### config.mk
export PLATFORM = sky130hd
export DESIGN_NAME = dm633_scanout
export DESIGN_NICKNAME = d
export VERILOG_FILES = /design/src/rtl/dm633_scanout.sv
export SDC_FILE = /design/constraint.sdc
export NUM_CORES = 1
export LEC_CHECK = 0
export CORE_MARGIN = 2
export CORE_UTILIZATION = 53
export DETAILED_ROUTE_END_ITERATION = 6
export PLACE_DENSITY_LB_ADDON = 0.08
export SYNTH_ARGS = -nofsm -noshare
export SYNTH_HDL_FRONTEND = slang
export SYNTH_SLANG_ARGS = --single-unit
export TNS_END_PERCENT = 100
### constraint.sdc
create_clock -name i_clk -period 2.4 [get_ports i_clk]
set_input_delay 0.36 -clock i_clk [delete_from_list [all_inputs] [get_ports i_clk]]
set_output_delay 0.36 -clock i_clk [all_outputs]
set_load 0.05 [all_outputs]
### src/rtl/dm633_scanout.sv
// Frame scanout sequencer: reads the framebuffer top-down and shifts every channel
// MSB-first onto a DM633 daisy chain, then pulses latch once per accepted start.
module dm633_scanout #(
  parameter int c_ledboards  = 30,
  parameter int c_channels   = c_ledboards * 32,
  parameter int c_addr_w     = $clog2(c_channels),
  parameter int c_bpc        = 12,
  parameter int c_clkdiv     = 2,
  parameter int c_lat_cycles = 4
) (
  input  logic                i_clk,
  input  logic                i_rst,
  input  logic                i_start,
  output logic                o_busy,
  output logic                o_done,
  output logic [c_addr_w-1:0] o_raddr,
  input  logic [c_bpc-1:0]    i_rdata,
  output logic                o_dck,
  output logic                o_sin,
  output logic                o_lat
);

  localparam int CNT_W = $clog2(c_bpc + 1);
  localparam int DIV_W = $clog2(c_clkdiv + 1);
  localparam int LAT_W = $clog2(c_lat_cycles + 1);

  localparam logic [CNT_W-1:0]    BIT_LAST = CNT_W'(c_bpc - 1);
  localparam logic [DIV_W-1:0]    DIV_LAST = DIV_W'(c_clkdiv - 1);
  localparam logic [LAT_W-1:0]    LAT_LAST = LAT_W'(c_lat_cycles - 1);
  localparam logic [c_addr_w-1:0] ADDR_TOP = c_addr_w'(c_channels - 1);

  typedef enum logic [2:0] {
    S_IDLE,
    S_FETCH,
    S_LOAD,
    S_SHIFT,
    S_LATCH
  } state_t;

  state_t              state_q;
  logic                busy_q;
  logic                done_q;
  logic [c_addr_w-1:0] raddr_q;
  logic                dck_q;
  logic                sin_q;
  logic                lat_q;
  logic [c_bpc-1:0]    shift_q;
  logic [CNT_W-1:0]    bit_q;
  logic [DIV_W-1:0]    div_q;
  logic                high_q;
  logic [LAT_W-1:0]    latcnt_q;

  always_ff @(posedge i_clk or posedge i_rst) begin
    if (i_rst) begin
      state_q  <= S_IDLE;
      busy_q   <= 1'b0;
      done_q   <= 1'b0;
      raddr_q  <= '0;
      dck_q    <= 1'b0;
      sin_q    <= 1'b0;
      lat_q    <= 1'b0;
      shift_q  <= '0;
      bit_q    <= '0;
      div_q    <= '0;
      high_q   <= 1'b0;
      latcnt_q <= '0;
    end else begin
      done_q <= 1'b0;
      case (state_q)
        S_IDLE: begin
          if (i_start) begin
            raddr_q <= ADDR_TOP;
            busy_q  <= 1'b1;
            state_q <= S_FETCH;
          end
        end
        S_FETCH: state_q <= S_LOAD;
        S_LOAD: begin
          shift_q <= i_rdata;
          bit_q   <= '0;
          div_q   <= '0;
          high_q  <= 1'b0;
          sin_q   <= i_rdata[c_bpc-1];
          state_q <= S_SHIFT;
        end
        S_SHIFT: begin
          if (div_q != DIV_LAST) begin
            div_q <= div_q + 1'b1;
          end else begin
            div_q <= '0;
            if (!high_q) begin
              high_q <= 1'b1;
              dck_q  <= 1'b1;
            end else begin
              // o_sin is updated together with the falling o_dck edge, so it
              // is already settled for the whole high phase of the next bit.
              high_q  <= 1'b0;
              dck_q   <= 1'b0;
              shift_q <= shift_q << 1;
              bit_q   <= bit_q + 1'b1;
              if (bit_q != BIT_LAST) begin
                sin_q <= shift_q[c_bpc-2];
              end else begin
                sin_q <= 1'b0;
                if (raddr_q == '0) begin
                  lat_q    <= 1'b1;
                  latcnt_q <= '0;
                  state_q  <= S_LATCH;
                end else begin
                  raddr_q <= raddr_q - 1'b1;
                  state_q <= S_FETCH;
                end
              end
            end
          end
        end
        S_LATCH: begin
          if (latcnt_q == LAT_LAST) begin
            lat_q   <= 1'b0;
            done_q  <= 1'b1;
            busy_q  <= 1'b0;
            state_q <= S_IDLE;
          end else begin
            latcnt_q <= latcnt_q + 1'b1;
          end
        end
        default: state_q <= S_IDLE;
      endcase
    end
  end

  assign o_busy  = busy_q;
  assign o_done  = done_q;
  assign o_raddr = raddr_q;
  assign o_dck   = dck_q;
  assign o_sin   = sin_q;
  assign o_lat   = lat_q;

endmodule

==> summary.txt, run 1 <==
Clock network
  • Postcts setup bufs: 0
  • CTS Sinks: 39
  • Clock Pin Slew Worst Setup and Hold Paths: 0.07 ns
  • Number of H-tree levels: 2
  • CTS Root Buffer Type: sky130_fd_sc_hd__clkbuf_8
  • Maximum buffer depth of the clock tree: 2
  • Total CTS buffers: 5
  • Clock tree from TritonCTS: yes
  • Count of hold buffers inserted by post-cts repair: 0
  • Worst-Skew Late Latency: 0.30 ns

Drt
  • Detail-routed via count per cell: 5.709
  • First drt pass iteration count: 4
  • Antenna-violating nets left: 0
  • Average detailed-routed wire length per instance: 14.62 um
  • Initial drt markers: ~110
  • WL final: 4226 um
  • Vias after detailed routing: about 1700
  • DRC violations left: 0

Setup path
  • Worst EP arrival: 2.41 ns
  • Biggest fanout along the worst timing path: 9
  • Worst setup EP type: flip-flop
  • Required time of the worst setup path: 2.59 ns
  • Critical path launch point type: flip-flop
  • Path type of the worst setup path: flip-flop to flip-flop

Place
  • Total half-perimeter wirelength after legalization and detailed placement: approximately 3000 um
  • Routability congestion estimate: 0.9059
  • Inst Count DP: 281
  • Count of buffers from port buffering: 29

Synth
  • Leading post-synthesis cells by instance count: 39 x sky130_fd_sc_hd__dfrtp_1, 26 x sky130_fd_sc_hd__nand2_1, 18 x sky130_fd_sc_hd__nor2_1
  • Number of distinct standard cells referenced by the synthesized netlist: 41
  • Number of enable flip-flop cells after synthesis: 0
  • Yosys reg bits: 39
  • Library cell with the highest instance count after synthesis: sky130_fd_sc_hd__dfrtp_1
  • Total number of yosys warnings: 0
  • Net count of the mapped netlist: approximately 230
  • Netlist Area Pre-Place: 1948 sq um
  • Number of instances in the synthesized netlist: 208
  • Top cells by area, synth: sky130_fd_sc_hd__dfrtp_1 50%, sky130_fd_sc_hd__nand2_1 5.0%, sky130_fd_sc_hd__a31oi_1 4.5%, sky130_fd_sc_hd__nor2_1 3.5%, sky130_fd_sc_hd__ha_1 3.2%
  • Post-synth top area share: 0.5010
  • Share of flip-flops with an asynchronous set or reset: 1.000
  • Biggest area consumer among synthesized cells: sky130_fd_sc_hd__dfrtp_1
  • Part of the Yosys area used for sequential elements: 0.5010
  • Syn_area_per_cell: roughly 9.4 sq um
  • Top FF cell, synth: sky130_fd_sc_hd__dfrtp_1

Power and ir drop
  • Maximum vdd drop: ~0.00038 V
  • Leakage power total: 1.092 nW
  • Power per cell area: 485.2 nW/um^2

Die
  • Core footprint: ~3600 sq um
  • Die W: approximately 65 um
  • Num rows: 22
  • Die Outline Area: 4176 sq um
  • Initial cell density of the core: 0.5402
  • I/O pin cnt: 30
  • Vert. Die Dim: 64.63 um

Global route
  • Met3 Usage GRT: 0.04340
  • Met2 track utilization from global routing: 0.3984
  • Grt peak-use layer: met2
  • Vias in the first global route: 1647
  • Total congestion overflow: 0
  • Wire length of the first global-routing pass: 7238 um
  • Met1 Resource Use GR: 0.2742
  • Overall track demand over capacity in global routing: 0.2286
  • Antenna violations before repair: 0
  • Pin count of the biggest net entering global routing: 40

Timing
  • Maximum clock frequency: 0.4504 GHz
  • Share of the clock period used by the worst path: 0.9250
  • Worst Max-Slew Pin Slew: 0.6723 ns
  • Number of hold-slack violations in the final timing report: 0
  • Setup repair after global routing missed its margin: no
  • Slew Viols, Final: 0
  • Max transition margin: 0.5476
  • Setup tns final: 0 ns
  • Number of setup violations in the final report: 0
  • Worst setup skew after layout: 0.008442 ns
  • Minimum period implied by the final worst setup slack: 2.220 ns

Final layout
  • Nets: 260
  • Layout Utilization: 0.6624
  • Antenna fix cells: 0
  • Final Non-Filler Cells: 289
  • Signed area change from the synthesized netlist to the final layout: 22.61%
  • Fraction of final layout cells sized beyond drive strength 1: 0.08299

Job
  • MaxCap Viol Count: 0

Outcome
  • Result of the run: completed

Hold path
  • Worst min path class: flip-flop to flip-flop
[timing repair]
action | in CTS | in global routing
resized for setup | 0 | 1
hold endpoints to repair | 0 | 0
endpoints found under the setup margin | 0 | 1
[where the power goes]
part | leakage [nW] | switching, mW | total [mW] | internal, mW
clock | 0.0477 | 0.227 | 0.426 | 0.199
sequential | 0.480 | 0.00498 | 0.666 | 0.661
combinational | 0.564 | 0.0355 | 0.0672 | 0.0317
total | 1.09 | 0.268 | 1.16 | 0.891
[final cells by class]
| cell class | instances | area [sq um] |
|---|---|---|
| Fill cell | 310 | 1217 |
| Sequential cell | 39 | 975.9 |
| Multi-Input combinational cell | 146 | 880.8 |
| Timing Repair Buffer | 36 | 342.8 |
| Clock buffer | 5 | 68.82 |
| Tap cell | 48 | 60.06 |
| Inverter | 12 | 45.04 |
| Clock inverter | 3 | 15.01 |
[path summary, 6_finish.rpt]
path | startpoint | endpoint | slack (ns) | depth (start not counted)
max | o_raddr[0] | o_raddr[2] | 0.18 | 6
min | latcnt_q[0] | latcnt_q[0] | 0.49 | 1
max reg2reg | o_raddr[0] | o_raddr[2] | 0.18 | 6
min reg2reg | latcnt_q[0] | latcnt_q[0] | 0.49 | 1
max in group asynchronous | i_rst | shift_q[10] | 1.56 | 3
min in group asynchronous | i_rst | shift_q[8] | 0.50 | 3
[critical path, cell delays in order, from the launching register on]
cell and delay [ns]:
sky130_fd_sc_hd__dfrtp_1 0.42, sky130_fd_sc_hd__inv_1 0.13, sky130_fd_sc_hd__ha_1 0.16, sky130_fd_sc_hd__or4b_1 0.46
sky130_fd_sc_hd__or4_4 0.52, sky130_fd_sc_hd__a21o_1 0.24, sky130_fd_sc_hd__o21a_1 0.18
[state kept, by name (all words and copies together) (netlist names)]
register	flops
shift_q	11
o_raddr	10
bit_q	4
latcnt_q	3
state_q	3
div_q	2
high_q	1
o_busy	1
o_dck	1
o_done	1
o_lat	1
o_sin	1
[through the flow]
stage / hold slack (ns) / instance area, sq um / power (mW) / setup WS (ns)
after floorplan: 0.4573 / 1948 / 0.7078 / 0.02650
after global placement: 0.4652 / 2301 / 0.7455 / 0.2455
after detailed placement: 0.4766 / 2301 / 0.7469 / 0.1312
after CTS: 0.4978 / 2385 / 1.172 / 0.1280
after global routing: 0.5121 / 2389 / 1.214 / 0.05084
final: 0.4917 / 2389 / 1.159 / 0.1800
[layout by cell type (no fill, tap or decap), drive strengths merged]
cell and instances:
dfrtp 39, clkdlybuf4s50 29, nand2 26, nor2 18, a31oi 14, inv 12, o21ai 12, nor3 11
buf 7, a21oi 6, a21o 5, ha 5, clkbuf 5, nand3b 4, o21a 4, nand2b 3
nand3 3, a211oi 3, mux2i 3, clkinv 3, and3b 2, or3 2, o2bb2ai 2, o31ai 2
nor4 2, o22ai 2, nand4 2, o41ai 2, or4 2, or4b 1, or3b 1, o21bai 1
nor4b 1, and3 1, a22o 1, a32oi 1, a22oi 1, a31o 1, a41oi 1, o311ai 1
[routing by layer]
metal  up-vias  part of all wire
met4         0             0.017
met1       783              0.44
li1        820                 -
met3         7             0.046
met2        40              0.50
met5         -                 0
[kinds of logic (layout without fill, tap and decap cells)]
| kind of cell | count (synthesis) | in the layout | share of synthesized area |
|---|---|---|---|
| buffers and inverters | 23 | 56 | 0.04881 |
| adders and majority gates | 5 | 5 | 0.03211 |
| and+or+nand+nor | 79 | 79 | 0.2010 |
| AOI/OAI and AO/OA | 59 | 59 | 0.2017 |
| DFF | 39 | 39 | 0.5010 |
| muxes | 3 | 3 | 0.01541 |
Power figures use the tool's default switching activity.
==> run 2: changes to the inputs <==
Settings changed: CTS_CLUSTER_DIAMETER set to 120.
==> results of run 2 <==
No change in the layout: final DEF, timing and power equal those of run 1.
